`src/rtl/lsu_pkg.sv`:
```
// Shared encodings and lane helpers for the load/store unit.
package lsu_pkg;

  localparam logic [1:0] SZ_BYTE = 2'b00;
  localparam logic [1:0] SZ_HALF = 2'b01;
  localparam logic [1:0] SZ_WORD = 2'b10;

  typedef enum logic {
    ST_IDLE   = 1'b0,
    ST_RMW_WR = 1'b1
  } lsu_state_e;

  localparam int         NUM_LANES  = 4;
  localparam logic [3:0] BE_BYTE0   = 4'b0001;
  localparam logic [3:0] BE_HALF_LO = 4'b0011;
  localparam logic [3:0] BE_HALF_HI = 4'b1100;
  localparam logic [3:0] BE_WORD    = 4'b1111;

  function automatic logic is_subword(input logic [1:0] sz);
    return (sz == SZ_BYTE) || (sz == SZ_HALF);
  endfunction

  // Size 11 behaves as a word, so anything that is not byte/half needs full alignment.
  function automatic logic is_misaligned(input logic [1:0] sz, input logic [1:0] off);
    if (sz == SZ_BYTE) return 1'b0;
    if (sz == SZ_HALF) return off[0];
    return off != 2'b00;
  endfunction

endpackage

```
`src/rtl/load_store_unit_if.sv`:
```
// Core request/response and data-memory signals of the load/store unit.
interface load_store_unit_if #(
  parameter int ADDR_W = 32,
  parameter int DATA_W = 32
);
  logic              req_valid;
  logic              req_ready;
  logic              req_write;
  logic [1:0]        req_size;
  logic              req_signed;
  logic [ADDR_W-1:0] req_addr;
  logic [DATA_W-1:0] req_wdata;
  logic              resp_valid;
  logic [DATA_W-1:0] resp_rdata;
  logic              resp_err;
  logic              mem_read_flag;
  logic              mem_write_flag;
  logic [ADDR_W-1:0] mem_addr;
  logic [DATA_W-1:0] mem_wdata;
  logic [DATA_W-1:0] mem_rdata;

  modport slave (
    input  req_valid, req_write, req_size, req_signed, req_addr, req_wdata, mem_rdata,
    output req_ready, resp_valid, resp_rdata, resp_err,
           mem_read_flag, mem_write_flag, mem_addr, mem_wdata
  );

  modport master (
    output req_valid, req_write, req_size, req_signed, req_addr, req_wdata, mem_rdata,
    input  req_ready, resp_valid, resp_rdata, resp_err,
           mem_read_flag, mem_write_flag, mem_addr, mem_wdata
  );
endinterface

```
`src/rtl/lsu_align.sv`:
```
// Combinational lane logic: little-endian load extract/extend and sub-word store merge.
module lsu_align
  import lsu_pkg::*;
#(
  parameter int DATA_W = 32
) (
  input  logic [1:0]        i_size,
  input  logic              i_signed,
  input  logic [1:0]        i_off,
  input  logic [DATA_W-1:0] i_rdata,
  input  logic [DATA_W-1:0] i_wdata,
  output logic [DATA_W-1:0] o_load_data,
  output logic [DATA_W-1:0] o_merged
);

  logic [7:0]        w_byte;
  logic [15:0]       w_half;
  logic [3:0]        w_be;
  logic [DATA_W-1:0] w_wrep;

  always_comb begin
    w_byte = i_rdata[8*i_off +: 8];
    w_half = i_off[1] ? i_rdata[31:16] : i_rdata[15:0];
    case (i_size)
      SZ_BYTE: o_load_data = {{(DATA_W-8){i_signed & w_byte[7]}}, w_byte};
      SZ_HALF: o_load_data = {{(DATA_W-16){i_signed & w_half[15]}}, w_half};
      default: o_load_data = i_rdata;
    endcase
  end

  // Replicate store data across lanes so each lane only needs a byte-enable mux.
  always_comb begin
    case (i_size)
      SZ_BYTE: begin
        w_be   = BE_BYTE0 << i_off;
        w_wrep = {4{i_wdata[7:0]}};
      end
      SZ_HALF: begin
        w_be   = i_off[1] ? BE_HALF_HI : BE_HALF_LO;
        w_wrep = {2{i_wdata[15:0]}};
      end
      default: begin
        w_be   = BE_WORD;
        w_wrep = i_wdata;
      end
    endcase
  end

  for (genvar k = 0; k < NUM_LANES; k++) begin : g_lane
    assign o_merged[8*k +: 8] = w_be[k] ? w_wrep[8*k +: 8] : i_rdata[8*k +: 8];
  end

endmodule

```
`src/rtl/load_store_unit.sv`:
```
// Byte/half/word load-store front end for a word-only data memory; sub-word stores use RMW.
// Optional: define LSU_MISALIGN_TRAP_EN to trap misaligned requests with resp_err.
module load_store_unit
  import lsu_pkg::*;
#(
  parameter int ADDR_W = 32,
  parameter int DATA_W = 32
) (
  input logic               clk,
  input logic               rst,
  load_store_unit_if.slave  bus
);

  lsu_state_e        r_state, w_next;
  logic              r_resp_valid;
  logic [DATA_W-1:0] r_resp_rdata;
  logic              r_resp_err;
  logic [ADDR_W-1:0] r_wr_addr;
  logic [DATA_W-1:0] r_wr_data;

  logic              w_ready;
  logic              w_accept;
  logic              w_mis;
  logic              w_rmw;
  logic [ADDR_W-1:0] w_aligned;
  logic [DATA_W-1:0] w_load_data;
  logic [DATA_W-1:0] w_merged;

  assign w_ready   = (r_state == ST_IDLE) && !rst;
  assign w_accept  = bus.req_valid && w_ready;
  assign w_aligned = {bus.req_addr[ADDR_W-1:2], 2'b00};

`ifdef LSU_MISALIGN_TRAP_EN
  assign w_mis = is_misaligned(bus.req_size, bus.req_addr[1:0]);
`else
  assign w_mis = 1'b0;
`endif

  assign w_rmw = bus.req_write && is_subword(bus.req_size) && !w_mis;

  lsu_align #(.DATA_W(DATA_W)) u_align (
    .i_size      (bus.req_size),
    .i_signed    (bus.req_signed),
    .i_off       (bus.req_addr[1:0]),
    .i_rdata     (bus.mem_rdata),
    .i_wdata     (bus.req_wdata),
    .o_load_data (w_load_data),
    .o_merged    (w_merged)
  );

  always_ff @(posedge clk) begin
    if (rst) r_state <= ST_IDLE;
    else     r_state <= w_next;
  end

  always_comb begin
    w_next = r_state;
    case (r_state)
      ST_IDLE:   if (w_accept && w_rmw) w_next = ST_RMW_WR;
      ST_RMW_WR: w_next = ST_IDLE;
      default:   w_next = ST_IDLE;
    endcase
  end

  always_comb begin
    bus.req_ready      = w_ready;
    bus.mem_read_flag  = 1'b0;
    bus.mem_write_flag = 1'b0;
    bus.mem_addr       = w_aligned;
    bus.mem_wdata      = bus.req_wdata;
    case (r_state)
      ST_IDLE: begin
        if (w_accept && !w_mis) begin
          if (!bus.req_write || w_rmw) bus.mem_read_flag  = 1'b1;
          else                         bus.mem_write_flag = 1'b1;
        end
      end
      ST_RMW_WR: begin
        // Reset in this cycle drops the pending write.
        bus.mem_write_flag = !rst;
        bus.mem_addr       = r_wr_addr;
        bus.mem_wdata      = r_wr_data;
      end
      default: ;
    endcase
  end

  always_ff @(posedge clk) begin
    if (rst) begin
      r_resp_valid <= 1'b0;
      r_resp_rdata <= '0;
      r_resp_err   <= 1'b0;
      r_wr_addr    <= '0;
      r_wr_data    <= '0;
    end else begin
      r_resp_valid <= 1'b0;
      if (r_state == ST_RMW_WR) begin
        r_resp_valid <= 1'b1;
        r_resp_rdata <= '0;
        r_resp_err   <= 1'b0;
      end else if (w_accept) begin
        if (w_rmw) begin
          r_wr_addr <= w_aligned;
          r_wr_data <= w_merged;
        end else begin
          r_resp_valid <= 1'b1;
          r_resp_rdata <= (bus.req_write || w_mis) ? '0 : w_load_data;
          r_resp_err   <= w_mis;
        end
      end
    end
  end

  assign bus.resp_valid = r_resp_valid;
  assign bus.resp_rdata = r_resp_rdata;
  assign bus.resp_err   = r_resp_err;

endmodule

```
`src/flat_wrapper.sv`:
```
// flat-port wrapper written by rule: the top's interface ports become plain ports
module load_store_unit_flat import lsu_pkg::*;
#(
  parameter int ADDR_W = 32,
  parameter int DATA_W = 32
)
  (clk, rst, bus_req_valid, bus_req_write, bus_req_size, bus_req_signed, bus_req_addr, bus_req_wdata, bus_mem_rdata, bus_req_ready, bus_resp_valid, bus_resp_rdata, bus_resp_err, bus_mem_read_flag, bus_mem_write_flag, bus_mem_addr, bus_mem_wdata);
  load_store_unit_if #(.ADDR_W(ADDR_W), .DATA_W(DATA_W)) bus_i ();
  input logic clk;
  input logic rst;
  input wire logic [$bits(bus_i.req_valid)-1:0] bus_req_valid;
  input wire logic [$bits(bus_i.req_write)-1:0] bus_req_write;
  input wire logic [$bits(bus_i.req_size)-1:0] bus_req_size;
  input wire logic [$bits(bus_i.req_signed)-1:0] bus_req_signed;
  input wire logic [$bits(bus_i.req_addr)-1:0] bus_req_addr;
  input wire logic [$bits(bus_i.req_wdata)-1:0] bus_req_wdata;
  input wire logic [$bits(bus_i.mem_rdata)-1:0] bus_mem_rdata;
  output wire logic [$bits(bus_i.req_ready)-1:0] bus_req_ready;
  output wire logic [$bits(bus_i.resp_valid)-1:0] bus_resp_valid;
  output wire logic [$bits(bus_i.resp_rdata)-1:0] bus_resp_rdata;
  output wire logic [$bits(bus_i.resp_err)-1:0] bus_resp_err;
  output wire logic [$bits(bus_i.mem_read_flag)-1:0] bus_mem_read_flag;
  output wire logic [$bits(bus_i.mem_write_flag)-1:0] bus_mem_write_flag;
  output wire logic [$bits(bus_i.mem_addr)-1:0] bus_mem_addr;
  output wire logic [$bits(bus_i.mem_wdata)-1:0] bus_mem_wdata;
  assign bus_i.req_valid = bus_req_valid;
  assign bus_i.req_write = bus_req_write;
  assign bus_i.req_size = bus_req_size;
  assign bus_i.req_signed = bus_req_signed;
  assign bus_i.req_addr = bus_req_addr;
  assign bus_i.req_wdata = bus_req_wdata;
  assign bus_i.mem_rdata = bus_mem_rdata;
  assign bus_req_ready = bus_i.req_ready;
  assign bus_resp_valid = bus_i.resp_valid;
  assign bus_resp_rdata = bus_i.resp_rdata;
  assign bus_resp_err = bus_i.resp_err;
  assign bus_mem_read_flag = bus_i.mem_read_flag;
  assign bus_mem_write_flag = bus_i.mem_write_flag;
  assign bus_mem_addr = bus_i.mem_addr;
  assign bus_mem_wdata = bus_i.mem_wdata;
  load_store_unit #(.ADDR_W(ADDR_W), .DATA_W(DATA_W)) u_core (.clk(clk), .rst(rst), .bus(bus_i));
endmodule
```
`config.mk`:
```
export PLATFORM = sky130hd
export DESIGN_NAME = load_store_unit_flat
export DESIGN_NICKNAME = d
export VERILOG_FILES = /design/src/rtl/lsu_pkg.sv /design/src/rtl/load_store_unit_if.sv /design/src/rtl/lsu_align.sv /design/src/rtl/load_store_unit.sv /design/src/flat_wrapper.sv
export SDC_FILE = /design/constraint.sdc
export NUM_CORES = 1
export LEC_CHECK = 0
export CORE_ASPECT_RATIO = 1.2
export CORE_MARGIN = 4
export CORE_UTILIZATION = 48
export DETAILED_ROUTE_END_ITERATION = 8
export GPL_TIMING_DRIVEN = 0
export PLACE_DENSITY = 0.95
export SLEW_MARGIN = 5
export SYNTH_ARGS = -nofsm -noshare
export SYNTH_HDL_FRONTEND = slang
export SYNTH_SLANG_ARGS = --single-unit
```
`constraint.sdc`:
```
create_clock -name clk -period 2.8 [get_ports clk]
set_input_delay 0.28 -clock clk [delete_from_list [all_inputs] [get_ports clk]]
set_output_delay 0.28 -clock clk [all_outputs]
set_load 0.01 [all_outputs]
```
==> impl_metrics.yaml <==
status:
  outcome: "finished, final reports clean"
routing:
  dr.pass1.iters: 6
  vias_per_cell: 6.03
  wl_per_cell_um: 21.0
  drt_iter0_markers: 382
  vias: 5619
  drc: 0
  wirelength_um: 19600
  postRouteAntennaNets: 0
clock_network:
  cts_tree: "built"
  clk_pin_slew_ns: 0.07
  root_buffer: "clkbuf_16"
  cts.path.max_buffers: 2
  cts_setup_buffers: 0
  h-tree-depth: 3
  cts_buffers: 9
  insertion_delay_ns: 0.35
  cts_sinks: 96
setup_path:
  critPathMaxFanout: 9
  start_kind: "input pin"
  end_kind: "output port"
  crit_top_cell: "clkdlybuf4s50_1"
  path_cells: "clkdlybuf4s50_1 > or3b_2 > buf_2 > a21oi_1 > clkdlybuf4s50_1"
  critPathSlowestCell: "clkdlybuf4s50_1"
  crit_arrival_ns: 2.27
  worst_ep_required_time_ns: 2.52
  max_stage_delay_ns: 0.64
  path_class: "input pin to output port"
die:
  die-area_um2: 12800
  die_h_um: 123
  die_w_um: 104
  initial_core_util: 0.498
  num_rows: 41
  fp.coreArea_um2: 10700
  pin_count: 204
logic_synthesis:
  yosysWarnings: 0
  synth_top_family_by_area: "compound AO/OA/AOI/OAI gates"
  synthMuxAreaShare: 0.215
  synth-seq-cells: 96
  avgSynthCellArea_um2: 9.08
  syn_inst: 586
  synth_edf_count: 0
  yosys.area_share.xor_xnor: 0
  synth-simple-area-share: 0.140
  synth_fa_ha_area_frac: 0
  netlist-cell-type-count: 43
  synth-main-ff-cell: "dfxtp_1"
  async_flop_share: 0
  ys_seq_area_frac: 0.361
  synth.cell_area_um2: 5320
  synth-compound-area-share: 0.227
timing:
  finalHoldViolCount: 0
  period_share: 0.912
  fin_crit_ns: 2.55
  setup-tns-final_ns: 0
  slew_viol_final: 0
  tightest_slew_ns: 0.748
  setup_viol: 0
  holdWs_ns: 0.455
  skew_ns: 0.00466
  fmax_ghz: 0.391
  relSlewSlack: 0.501
  setup_slack_ns: 0.246
  rsz0062_at_grt: "false"
placed_design:
  hpwl_um: 15100
  gp_congestion: 0.911
  dp_slack_ns: -0.147
  port_buffers: 200
  dp.cells: 917
power_and_ir_drop:
  p_leak_nw: 2.89
  p_per_area_nw_per_um2: 473
  vdd_drop_max_mv: 0.388
layout:
  final_common_cell: "clkdlybuf4s50_1"
  instances_no_fill: 932
  seq_area_um2: 1920
  layout_common_cells: "clkdlybuf4s50_1, dfxtp_1, nand2_1, mux2_2, a21oi_1"
  diodes: 0
  multi_input_area_um2: 3110
  area_delta_synth_final_pct: 47.3
  drive_gt1_frac: 0.176
  fin_util: 0.734
  fill_cells: 779
  final_nets: 901
global_route:
  grt_max_degree: 17
  grt_overflow: 0
  grt_usage: 0.301
  grt_pass1_wl_um: 30700
  grt_pass1_vias: 5755
  antenna_found_initial: 0
min_path:
  min_path_type: "flop to flop"
flow_run:
  maxCapViolCount: 0
kinds of logic (layout without fill, tap and decap cells):
family,count (synthesis),count (layout)
other cells,1,3
buf+inv,59,274
compound gates,171,171
mux,104,104
flops,96,96
simple gates,155,155
synthesized netlist by cell type (2+ instances only):
library cell | number | area, µm²
dfxtp_1 | 96 | 1920
nand2_1 | 92 | 345
mux2_2 | 79 | 890
a21oi_1 | 43 | 215
o21ai_0 | 39 | 195
clkbuf_1 | 25 | 93.8
a211oi_1 | 24 | 180
mux2i_1 | 24 | 240
nor2_1 | 20 | 75.1
buf_2 | 19 | 95.1
a221o_1 | 17 | 170
a22o_1 | 16 | 140
nand3b_1 | 16 | 120
nor2b_1 | 11 | 68.8
a221oi_1 | 8 | 70.1
a311oi_1 | 8 | 70.1
a222oi_1 | 7 | 70.1
buf_4 | 7 | 52.6
nand2b_1 | 4 | 25.0
a21o_1 | 3 | 22.5
and2_1 | 3 | 18.8
buf_6 | 3 | 33.8
inv_1 | 2 | 7.51
final timing paths:
check / slack [ns] / endpoint / cells after the start / from
hold / removal: 0.46 / u_core.r_wr_addr[10] / 2 / u_core.r_wr_addr[10]
setup / recovery: 0.25 / bus_mem_read_flag / 5 / bus_req_valid
hold reg to reg: 0.46 / u_core.r_wr_addr[10] / 2 / u_core.r_wr_addr[10]
setup reg to reg: 0.86 / u_core.bus.resp_rdata[6] / 6 / u_core.r_state
layout make-up:
cell class	count	share of cell area
plain buffers	54	0.0361
clock buffers	9	0.0287
clock inverters	7	0.0150
inverters	4	0.00208
multi-input cells	433	0.397
flip-flops and latches	96	0.245
well taps	129	0.0206
repair buffers	200	0.255
worst max-delay path: cells and delay by family:
family	cells	cell delay, ns
buffers and inverters	3	1.39
AND/OR/NAND/NOR	1	0.47
AO/OA/AOI/OAI	1	0.14
per-stage QoR:
stage          cell area (µm²)  power [W]
2_1_floorplan             5330    0.00185
3_5_place_dp              7490    0.00229
4_1_cts                   7840    0.00371
6_report                  7840    0.00370
5_1_grt                   7840    0.00382
3_3_place_gp              7490    0.00227
per-layer routing:
metal	track usage	up-vias	wire length (µm)
li1	-	2581	-
met1	0.345	2650	7520
met2	0.549	332	9870
met3	0.0616	56	1510
met4	0.129	0	673
met5	0	-	0
state kept, by name (all words and copies together) (netlist names):
signal and count:
u_core.bus.resp_rdata 32, u_core.r_wr_data 32, u_core.bus.resp_valid 1, u_core.r_state 1, u_core.r_wr_addr 30
report_power, final:
| part | switching [W] | internal [W] |
|---|---|---|
| Sequential | 0.0000294 | 0.00141 |
| Combinational | 0.000383 | 0.000451 |
| Clock | 0.000550 | 0.000876 |
| Total | 0.000962 | 0.00274 |
what timing repair did:
item | 4_1_cts | 5_1_grt
hold buffers | 0 | 0
endpoints found under the setup margin | 35 | 5
resized for setup | 5 | 2
Power figures use the tool's default switching activity.
